==> config.mk <==
export PLATFORM = sky130hd
export DESIGN_NAME = switch_debouncer_flat
export DESIGN_NICKNAME = d
export VERILOG_FILES = /design/src/rtl/switch_debouncer_if.sv /design/src/rtl/switch_debouncer.sv /design/src/flat_wrapper.sv
export SDC_FILE = /design/constraint.sdc
export NUM_CORES = 1
export LEC_CHECK = 0
export CAP_MARGIN = 20
export CORE_UTILIZATION = 63
export CTS_CLUSTER_SIZE = 10
export DETAILED_ROUTE_END_ITERATION = 10
export PLACE_DENSITY_LB_ADDON = 0.05
export SETUP_SLACK_MARGIN = 0.1
export SLEW_MARGIN = 20
export SYNTH_ARGS = -nofsm -noshare
export SYNTH_HDL_FRONTEND = slang
export SYNTH_SLANG_ARGS = --single-unit
==> constraint.sdc <==
create_clock -name clk -period 4 [get_ports clk]
set_clock_uncertainty 0.1 [all_clocks]
set_input_delay 0.6 -clock clk [delete_from_list [all_inputs] [get_ports clk]]
set_output_delay 0.6 -clock clk [all_outputs]
set_load 0.02 [all_outputs]
==> src/rtl/switch_debouncer_if.sv <==
// Switch debouncer signal bundle: raw pins in, clean levels and edge strobes out.
interface switch_debouncer_if #(
    parameter int N_CH = 2
);
    logic [N_CH-1:0] sw_raw;
    logic [N_CH-1:0] sw_level;
    logic [N_CH-1:0] sw_rise;
    logic [N_CH-1:0] sw_fall;

    // Board side: drives the raw pins, consumes the debounced outputs.
    modport master (
        output sw_raw,
        input  sw_level,
        input  sw_rise,
        input  sw_fall
    );

    // Debouncer side.
    modport slave (
        input  sw_raw,
        output sw_level,
        output sw_rise,
        output sw_fall
    );
endinterface

==> src/rtl/switch_debouncer.sv <==
// Multi-channel switch/button debouncer.
// Each raw pin goes through a two-flop synchroniser, then a per-channel
// IDLE/CHECK FSM that only lets the level follow once the synchronised value
// has differed from the current level for STABLE_CYCLES consecutive cycles.
// Level changes are accompanied by a single-cycle rise or fall strobe.
module switch_debouncer #(
    parameter int N_CH          = 2,
    parameter int STABLE_CYCLES = 500000,
    parameter int CNT_W         = 19
) (
    input  logic                 clk,
    input  logic                 rst,
    switch_debouncer_if.slave    sw
);

    typedef enum logic {
        IDLE  = 1'b0,
        CHECK = 1'b1
    } state_t;

    // Terminal count: reaching it while still different commits the new level.
    localparam logic [CNT_W-1:0] CNT_LAST = CNT_W'(STABLE_CYCLES - 1);
    localparam logic [CNT_W-1:0] CNT_ONE  = CNT_W'(1);

    logic [N_CH-1:0]  sync0_q, sync0_d;
    logic [N_CH-1:0]  sync1_q, sync1_d;
    logic [N_CH-1:0]  level_q, level_d;
    logic [N_CH-1:0]  rise_q,  rise_d;
    logic [N_CH-1:0]  fall_q,  fall_d;
    state_t           state_q [N_CH];
    state_t           state_d [N_CH];
    logic [CNT_W-1:0] cnt_q   [N_CH];
    logic [CNT_W-1:0] cnt_d   [N_CH];

    // Next-state logic: synchroniser shift plus one independent FSM per channel.
    always_comb begin
        sync0_d = sw.sw_raw;
        sync1_d = sync0_q;
        level_d = level_q;
        rise_d  = '0;
        fall_d  = '0;
        for (int i = 0; i < N_CH; i++) begin
            state_d[i] = state_q[i];
            cnt_d[i]   = cnt_q[i];
            case (state_q[i])
                IDLE: begin
                    cnt_d[i] = '0;
                    if (sync1_q[i] != level_q[i]) begin
                        cnt_d[i]   = CNT_ONE;
                        state_d[i] = CHECK;
                    end
                end
                CHECK: begin
                    if (sync1_q[i] == level_q[i]) begin
                        // Input bounced back before it was stable: drop the pending change.
                        cnt_d[i]   = '0;
                        state_d[i] = IDLE;
                    end else if (cnt_q[i] == CNT_LAST) begin
                        level_d[i] = sync1_q[i];
                        rise_d[i]  = sync1_q[i];
                        fall_d[i]  = ~sync1_q[i];
                        cnt_d[i]   = '0;
                        state_d[i] = IDLE;
                    end else begin
                        cnt_d[i] = cnt_q[i] + CNT_ONE;
                    end
                end
                default: begin
                    cnt_d[i]   = '0;
                    state_d[i] = IDLE;
                end
            endcase
        end
    end

    // State and output registers; reset clears everything, discarding any pending change.
    always_ff @(posedge clk) begin
        if (rst) begin
            sync0_q <= '0;
            sync1_q <= '0;
            level_q <= '0;
            rise_q  <= '0;
            fall_q  <= '0;
            for (int i = 0; i < N_CH; i++) begin
                state_q[i] <= IDLE;
                cnt_q[i]   <= '0;
            end
        end else begin
            sync0_q <= sync0_d;
            sync1_q <= sync1_d;
            level_q <= level_d;
            rise_q  <= rise_d;
            fall_q  <= fall_d;
            for (int i = 0; i < N_CH; i++) begin
                state_q[i] <= state_d[i];
                cnt_q[i]   <= cnt_d[i];
            end
        end
    end

    assign sw.sw_level = level_q;
    assign sw.sw_rise  = rise_q;
    assign sw.sw_fall  = fall_q;

endmodule

==> src/flat_wrapper.sv <==
// flat-port wrapper written by rule: the top's interface ports become plain ports
module switch_debouncer_flat 
#(
    parameter int N_CH          = 2,
    parameter int STABLE_CYCLES = 500000,
    parameter int CNT_W         = 19
)
  (clk, rst, sw_sw_raw, sw_sw_level, sw_sw_rise, sw_sw_fall);
  switch_debouncer_if #(.N_CH(N_CH)) sw_i ();
  input  logic clk;
  input  logic rst;
  input wire logic [$bits(sw_i.sw_raw)-1:0] sw_sw_raw;
  output wire logic [$bits(sw_i.sw_level)-1:0] sw_sw_level;
  output wire logic [$bits(sw_i.sw_rise)-1:0] sw_sw_rise;
  output wire logic [$bits(sw_i.sw_fall)-1:0] sw_sw_fall;
  assign sw_i.sw_raw = sw_sw_raw;
  assign sw_sw_level = sw_i.sw_level;
  assign sw_sw_rise = sw_i.sw_rise;
  assign sw_sw_fall = sw_i.sw_fall;
  switch_debouncer #(.N_CH(N_CH), .STABLE_CYCLES(STABLE_CYCLES), .CNT_W(CNT_W)) u_core (.clk(clk), .rst(rst), .sw(sw_i));
endmodule
* After elaboration in Yosys (flattened, before gate mapping)
Memories as Yosys holds them, arrays and structs flattened.
Cells that the tools add are included.
** Cells by class
- $mul :: 0
- Reductions and logical operators :: 4
- Order comparisons :: 0
- Bitwise operators :: 12
- Divide/modulo/power cells :: 0
- Add/subtract/negate cells :: 2
- Eq/ne operators :: 6
- Shifts and indexed selects :: 0
- Mux-type cells :: 23
** Operators by type and width (count)
- 19-bit two-way mux :: 6
- 19-bit one-hot mux with 2 select lines :: 2
- 19-bit by 1-bit adder with 19-bit output, second input constant :: 2
- 19-bit == test, second input constant :: 2
- 1-bit two-way mux :: 13
- 1-bit inverter :: 8
- 4-bit OR reduction :: 2
- 3-bit AND reduction :: 2
- 1-bit OR :: 4
- 1-bit one-hot mux with 2 select lines :: 2
- 1-bit == test :: 2
- 1-bit != test :: 2
** Word-level totals
- ROM bits :: 0
- Bits in writable memories :: 40
- Output and inout bits :: 6
- Input port bits :: 4
- Bits in latches :: 0
- Memories :: 2
- Word-level logic and storage cells :: 57
- Bits in registers :: 10
** Memories
- u_core.cnt_q :: words 2, width 19, rd ports 2, clocked after memory_dff 0, write ports 2, RTL line switch_debouncer.sv:32 : logic [CNT_W-1:0] cnt_q [N_CH];
- u_core.state_q :: words 2, width 1, rd ports 2, clocked after memory_dff 0, write ports 2, RTL line switch_debouncer.sv:30 : state_t state_q [N_CH];

* Longest topological paths before layout
Gate-level depths: netlist (run 1).
An unclocked memory read counts as a cell.
- Depth after elaboration :: 6
- Mapped depth :: 7
- Gate-level depth less buffers :: 5

* Worst setup path after synthesis (run 1)
Ideal clock, no wire load.
- Path kind :: flip-flop to flip-flop
- Start point :: memory u_core.cnt_q[1][0], in the netlist u_core.cnt_q[0][19]
- End point :: memory u_core.cnt_q[1][2], in the netlist u_core.cnt_q[0][21]
- Data required time :: 3.785 ns
- Cell stages (with the launch flop) :: 8
- Period minus slack after synthesis :: 2.202 ns
- Arrival :: 1.987 ns
- Path buffers :: 2
- Path slack :: 1.798 ns
- Setup time :: 0.115 ns
- Cells stage by stage :: dfxtp_1 ha_1 nand4_1 or4_1 buf_2 o311ai_4 buf_6 nor2_1
** RTL lines (RTL line)
- start: declaration :: switch_debouncer.sv:32

==> metrics.txt, run 1 <==
status=finished, final reports clean; postcts setup bufs=0; # IOs=10; Reg-to-Reg End=u_core.cnt_q[0][33]$_SDFF_PP0_; placed cell count=288; Cell Rows=20; synthesized area=0.002160 sq mm; clock buffer depth=2; Clk pin slew, worst setup/hold paths=150 ps; worst min-delay path category=register to register; Netlist cell types=38; largest net degree at the start of global routing=19; die height=60.55 um; fin worst setup slack=1344 ps; Critical Path AT=2820 ps; CP Max Fanout=18; launch point of the worst reg-to-reg path=u_core.cnt_q[0][19]$_SDFF_PP0_; final period utilization=0.6639; Num CTS Buffers=5; HP Start=u_core.sync0_q[1]$_SDFF_PP0_; setup repair after global routing missed its margin=false; Routability Congestion=0.8069; Core Region=0.003153 sq mm; vias in the first global route=1622; met2 global-route usage=0.4301; GRT busiest layer=met2; Synth Instances=242; Hold EP=u_core.sync1_q[1]$_SDFF_PP0_; Yosys reg bits=50; Die Width=60.55 um; Final Non-Filler Cells=296; crit path launch type=register; Worst Reg-to-Reg Cells=5; leakage=0.6696 nW; hold bufs inserted after CTS=0; Placement Cell Area=0.002273 sq mm; CTS tree=done; Syn. warnings=0; minimum clock period=2656 ps; die area=0.003666 sq mm; Final HPWL DP=2879 um; # setup viols final=0; initial antenna violation count=0; DRC viols=0; MaxCap Viol Count=0; drt total wl=4060 um; P&R area growth vs syn=8.923%; Worst-Skew Late Latency=370 ps; CP endpoint kind=register; global routing usage on met1=0.3097; htree depth=2; R2R setup slack=1340 ps; max-slew violation count=0; routed via count=1781; Via density=6.017; sequential fraction of the synthesis area=0.4635; met3 usage in global routing=0.05970; final hold vios=0; first-pass GRT wire length=6948 um; drt wl/cell=13.72 um; Setup WS pre-CTS=1367 ps; NumNets Final=257; average cell area after synthesis=8.924 sq um; Post-Syn Nets=248; PortBufs=9; Hold Path Stages=1; relative max-transition margin=0.5175; gr ovfl total=0; crit path kind=register to register; Root Buffer=clkbuf_4; total track usage=0.2516; Power Density=340.3 mW/mm^2; f_max=0.3765 GHz; Initial Util=0.6849; post_cts resized=0; antenna violation net count after detailed routing=0; final setup TNS=0 ps; CTS sink cnt=50; fraction of layout cells with a size suffix above 1=0.05159; Initial DRC Count=116; DRT Pass-1 Iters=4; Worst VDD drop=0.0002155 V; Ant. Diodes=0; WP data required=4170 ps; fin area=0.002352 sq mm; slew of the pin with the lowest slew margin=722.0 ps
-- cells by family (layout without fill, tap and decap cells) --
kind of cell,after synthesis,in the layout,synth area share
AO/OA/AOI/OAI,34,34,0.1072
XOR/XNOR,23,23,0.09328
adder cells (fa/ha/maj),2,2,0.01159
buffers and inverters,17,27,0.03360
flip-flops,50,50,0.4635
AND/OR/NAND/NOR,116,116,0.2908
-- worst max path at each step --
stage / from / end / slack, ps
after detailed placement: u_core.cnt_q[0][19]$_SDFF_PP0_ / u_core.cnt_q[0][33]$_SDFF_PP0_ / 1370
after global routing: u_core.cnt_q[0][19]$_SDFF_PP0_ / u_core.cnt_q[0][33]$_SDFF_PP0_ / 1190
after global placement: u_core.cnt_q[0][19]$_SDFF_PP0_ / u_core.cnt_q[0][33]$_SDFF_PP0_ / 1470
after CTS: u_core.cnt_q[0][19]$_SDFF_PP0_ / u_core.cnt_q[0][33]$_SDFF_PP0_ / 1360
final: u_core.cnt_q[0][19]$_SDFF_PP0_ / u_core.cnt_q[0][33]$_SDFF_PP0_ / 1340
after floorplan: u_core.cnt_q[0][19]$_SDFF_PP0_ / u_core.cnt_q[0][21]$_SDFF_PP0_ / 1800
-- cells in the mapped netlist (all sizes together) --
cell	number	area, sq um
dfxtp	50	1001
nor2	29	108.9
nand3	15	75.07
a21oi	14	70.07
nand2	12	45.04
xor2	12	105.1
or4	11	82.58
xnor2	11	96.34
nand4	10	62.56
inv	9	33.78
nor3	8	40.04
or3	7	45.05
clkbuf	6	22.52
o31ai	6	45.04
o21ai	5	25.02
and4	4	35.03
nand2b	4	25.02
nor2b	4	25.02
and2	2	12.51
and3	2	12.51
buf	2	16.26
ha	2	25.02
nor3b	2	15.01
nor4	2	12.51
nor4b	2	17.52
a211oi	1	7.510
a21boi	1	7.510
a21o	1	7.510
a31o	1	8.760
nand3b	1	7.510
o211ai	1	7.510
o21ba	1	10.01
o21bai	1	7.510
o311ai	1	26.28
o31a	1	8.760
or2	1	6.260
-- power breakdown --
part	total, mW	leakage [nW]	switching [mW]	internal (mW)
logic	0.0101	0.227	0.00484	0.00531
registers	0.503	0.404	0.00201	0.501
clock network	0.287	0.0385	0.155	0.132
-- registers in the layout, indices dropped and copies added, names as in the netlist --
register and count:
u_core.sw.sw_fall 2, u_core.sync1_q 2, u_core.cnt_q 38, u_core.sw.sw_rise 2, u_core.sw.sw_level 2, u_core.sync0_q 2, u_core.state_q 2
-- worst max-delay path, stage by stage (launching register included) --
cell and delay [ps]:
dfxtp_1 400, ha_1 240, nand4_1 190, or4_1 660
o311ai_4 710, o21ba_2 250
-- cells in the final DEF, fill, tap and decap left out, types with 4 or more instances in the layout --
cell | synthesis | routed
nor2_1 | 29 | 29
nor2b_1 | 4 | 4
nor3_1 | 8 | 8
clkdlybuf4s50_1 | 0 | 9
xnor2_1 | 11 | 11
or4_1 | 11 | 11
xor2_1 | 12 | 12
dfxtp_1 | 50 | 50
nand2_1 | 12 | 12
inv_1 | 9 | 9
and4_1 | 4 | 4
clkbuf_4 | 0 | 5
o31ai_1 | 6 | 6
nand4_1 | 10 | 10
a21oi_1 | 14 | 14
o21ai_0 | 5 | 5
nand2b_1 | 4 | 4
nand3_1 | 15 | 15
or3_1 | 6 | 6
-- metal layers --
layer | part of all wire | wire (um)
met4 | 0.014 | 57
met1 | 0.46 | 1878
met5 | 0 | 0
met2 | 0.48 | 1930
met3 | 0.048 | 194
-- through the flow --
step             util  hold WS (ps)  total power, mW
3_3_place_gp   0.7210         335.1           0.5233
6_report       0.7460         366.3           0.8004
3_5_place_dp   0.7210         345.0           0.5239
4_1_cts        0.7460         372.9           0.8056
2_1_floorplan       -         313.8           0.5191
5_1_grt        0.7460         382.2           0.8270
-- final cells by class --
type,instances,area [sq um]
Clock inverter,2,37.54
Inverter,9,33.78
Sequential cell,50,1001
Clock buffer,6,41.29
Timing Repair Buffer,10,97.59
Fill cell,259,800.8
Multi-Input combinational cell,175,1086
Tap cell,44,55.05
No activity file was read; power rests on OpenSTA's default activity.
==> run 2: changes to the inputs <==
- CORE_UTILIZATION: 63 -> 53
- clock period: 4 -> 2.3 ns (I/O delays scaled with it)
==> metrics.txt, run 2 (synthesized netlist as in run 1, its figures left out) <==
status=finished, final reports clean; Core Region=0.003771 sq mm (+20%); die height=65.84 um (+8.7%); gr ovfl total=0 (unchanged); minimum clock period=2130 ps (-525.7 ps); setup repair after global routing missed its margin=true; CTS tree=done; Routability Congestion=0.7680 (-4.8%); fraction of layout cells with a size suffix above 1=0.09125 (+0.03967); PortBufs=9 (unchanged); DRT Pass-1 Iters=4 (unchanged); drt total wl=3930 um (-3.2%); die area=0.004334 sq mm (+18%); met3 usage in global routing=0.06207 (+0.002367); leakage=0.7398 nW (+10%); Worst Reg-to-Reg Cells=4 (-1); footprint of the multi-input gates=0.001090 sq mm (+0.35%); Via density=5.582 (-7.2%); hold bufs inserted after CTS=0 (unchanged); Die Width=65.84 um (+8.7%); Root Buffer=clkbuf_8; CP endpoint kind=register; Cell Rows=22 (+10%); Critical Path AT=2270 ps (-550 ps); crit path kind=register to register; CP Max Fanout=5 (-13); f_max=0.4695 GHz (+25%); Clk pin slew, worst setup/hold paths=90 ps (-60 ps); # IOs=10 (unchanged); DRC viols=0 (unchanged); first-pass GRT wire length=6686 um (-3.8%); Core Util, Final=0.6563 (-0.08976); Final HPWL DP=2828 um (-1.8%); Initial Util=0.5727 (-0.1123); global routing usage on met1=0.2842 (-0.02547); largest register by flop count=u_core.cnt_q; initial antenna violation count=0 (unchanged); Worst-Skew Late Latency=310 ps (-60 ps); drt wl/cell=12.64 um (-7.9%); # setup viols final=0 (unchanged); Worst VDD drop=0.0003552 V (+65%); total track usage=0.2038 (-0.04776); Largest register FFs=38 (unchanged); WP data required=2440 ps (-1730 ps); NumNets Final=268 (+4.3%); Hold Path Stages=1 (unchanged); htree depth=2 (unchanged); final period utilization=0.9261 (+0.2621); Initial DRC Count=76 (-34%); max-slew violation count=0 (unchanged); register area=0.001001 sq mm (unchanged); GRT busiest layer=met2; routed via count=1736 (-2.5%); MaxCap Viol Count=0 (unchanged); Setup WS pre-CTS=110.3 ps (-1257 ps); slew of the pin with the lowest slew margin=582.8 ps (-139.2 ps); final hold vios=0 (unchanged); met2 global-route usage=0.2934 (-0.1368); worst min-delay path category=register to register; Num CTS Buffers=5 (unchanged); fin worst setup slack=170.0 ps (-1174 ps); clock buffer depth=2 (unchanged); Final Total Pwr=1.499 mW (+87%); most frequent cells in the layout=dfxtp_1 (50), nor2_1 (29), nand3_1 (15), a21oi_1 (14); Power Density=605.6 mW/mm^2 (+78%); P&R area growth vs syn=14.60%; Filler cells=315 (+22%); largest net degree at the start of global routing=15 (-4); most common cell after layout, fill and taps aside=dfxtp_1; CTS sink cnt=50 (unchanged); final setup TNS=0 ps (unchanged); relative max-transition margin=0.6079 (+0.09033); vias in the first global route=1516 (-6.5%); crit path launch type=register; antenna violation net count after detailed routing=0 (unchanged); Ant. Diodes=0 (unchanged)
## run 2: changes by cell type in the layout (fill, tap and decap cells not counted), sizes merged
cell	delta
clkbuf	+1
clkinvlp	-1
buf	+11
## run 2: final timing paths
| path | start | to | slack, ps |
|---|---|---|---|
| max | u_core.cnt_q[0][31]$_SDFF_PP0_ | u_core.sw.sw_level[1]$_SDFFE_PP0P_ | 170 |
| min reg2reg | u_core.sync0_q[0]$_SDFF_PP0_ | u_core.sync1_q[0]$_SDFF_PP0_ | 350 |
| min | u_core.sync0_q[0]$_SDFF_PP0_ | u_core.sync1_q[0]$_SDFF_PP0_ | 350 |
| max reg2reg | u_core.cnt_q[0][31]$_SDFF_PP0_ | u_core.sw.sw_level[1]$_SDFFE_PP0P_ | 170 |
## run 2: final cells by class
| cell class | count | area share |
|---|---|---|
| Sequential cell | 50 | 0.4044 |
| Clock inverter | 1 | 0.01213 |
| Multi-Input combinational cell | 175 | 0.4403 |
| Inverter | 9 | 0.01365 |
| Timing Repair Buffer | 21 | 0.07432 |
| Clock buffer | 7 | 0.03084 |
| Tap cell | 48 | 0.02427 |
## run 2: per-stage QoR
| step | area (sq um) | hold WS (ps) | std cells |
|---|---|---|---|
| floorplan | 2160 | 313.8 | 242 |
| global placement | 2361 | 328.2 | 303 |
| detailed placement | 2361 | 335.5 | 303 |
| CTS | 2471 | 347.1 | 311 |
| global route | 2475 | 358.6 | 311 |
| finish | 2475 | 348.1 | 311 |
## run 2: critical path, cell delays in order, from the launching register on
cell and delay [ps]:
dfxtp_1 310, or4_1 520, or4_4 480, or4_1 520
a21oi_1 140
## run 2: power by group
part | switching [mW] | internal, mW | total [mW]
Combinational | 0.00865 | 0.0111 | 0.0197
Sequential | 0.00315 | 0.870 | 0.873
Clock | 0.281 | 0.326 | 0.606
Total | 0.292 | 1.21 | 1.50
## run 2: what timing repair did
action / in CTS / in global routing
buffers inserted: 0 / 0
gates resized for setup: 1 / 1
endpoints found under the setup margin: 2 / 8
## run 2: routing by layer
layer / vias to the layer above / wire length, um
met5: - / 0
met4: 0 / 56
met3: 5 / 152
met2: 28 / 1538
met1: 804 / 2182
li1: 899 / -
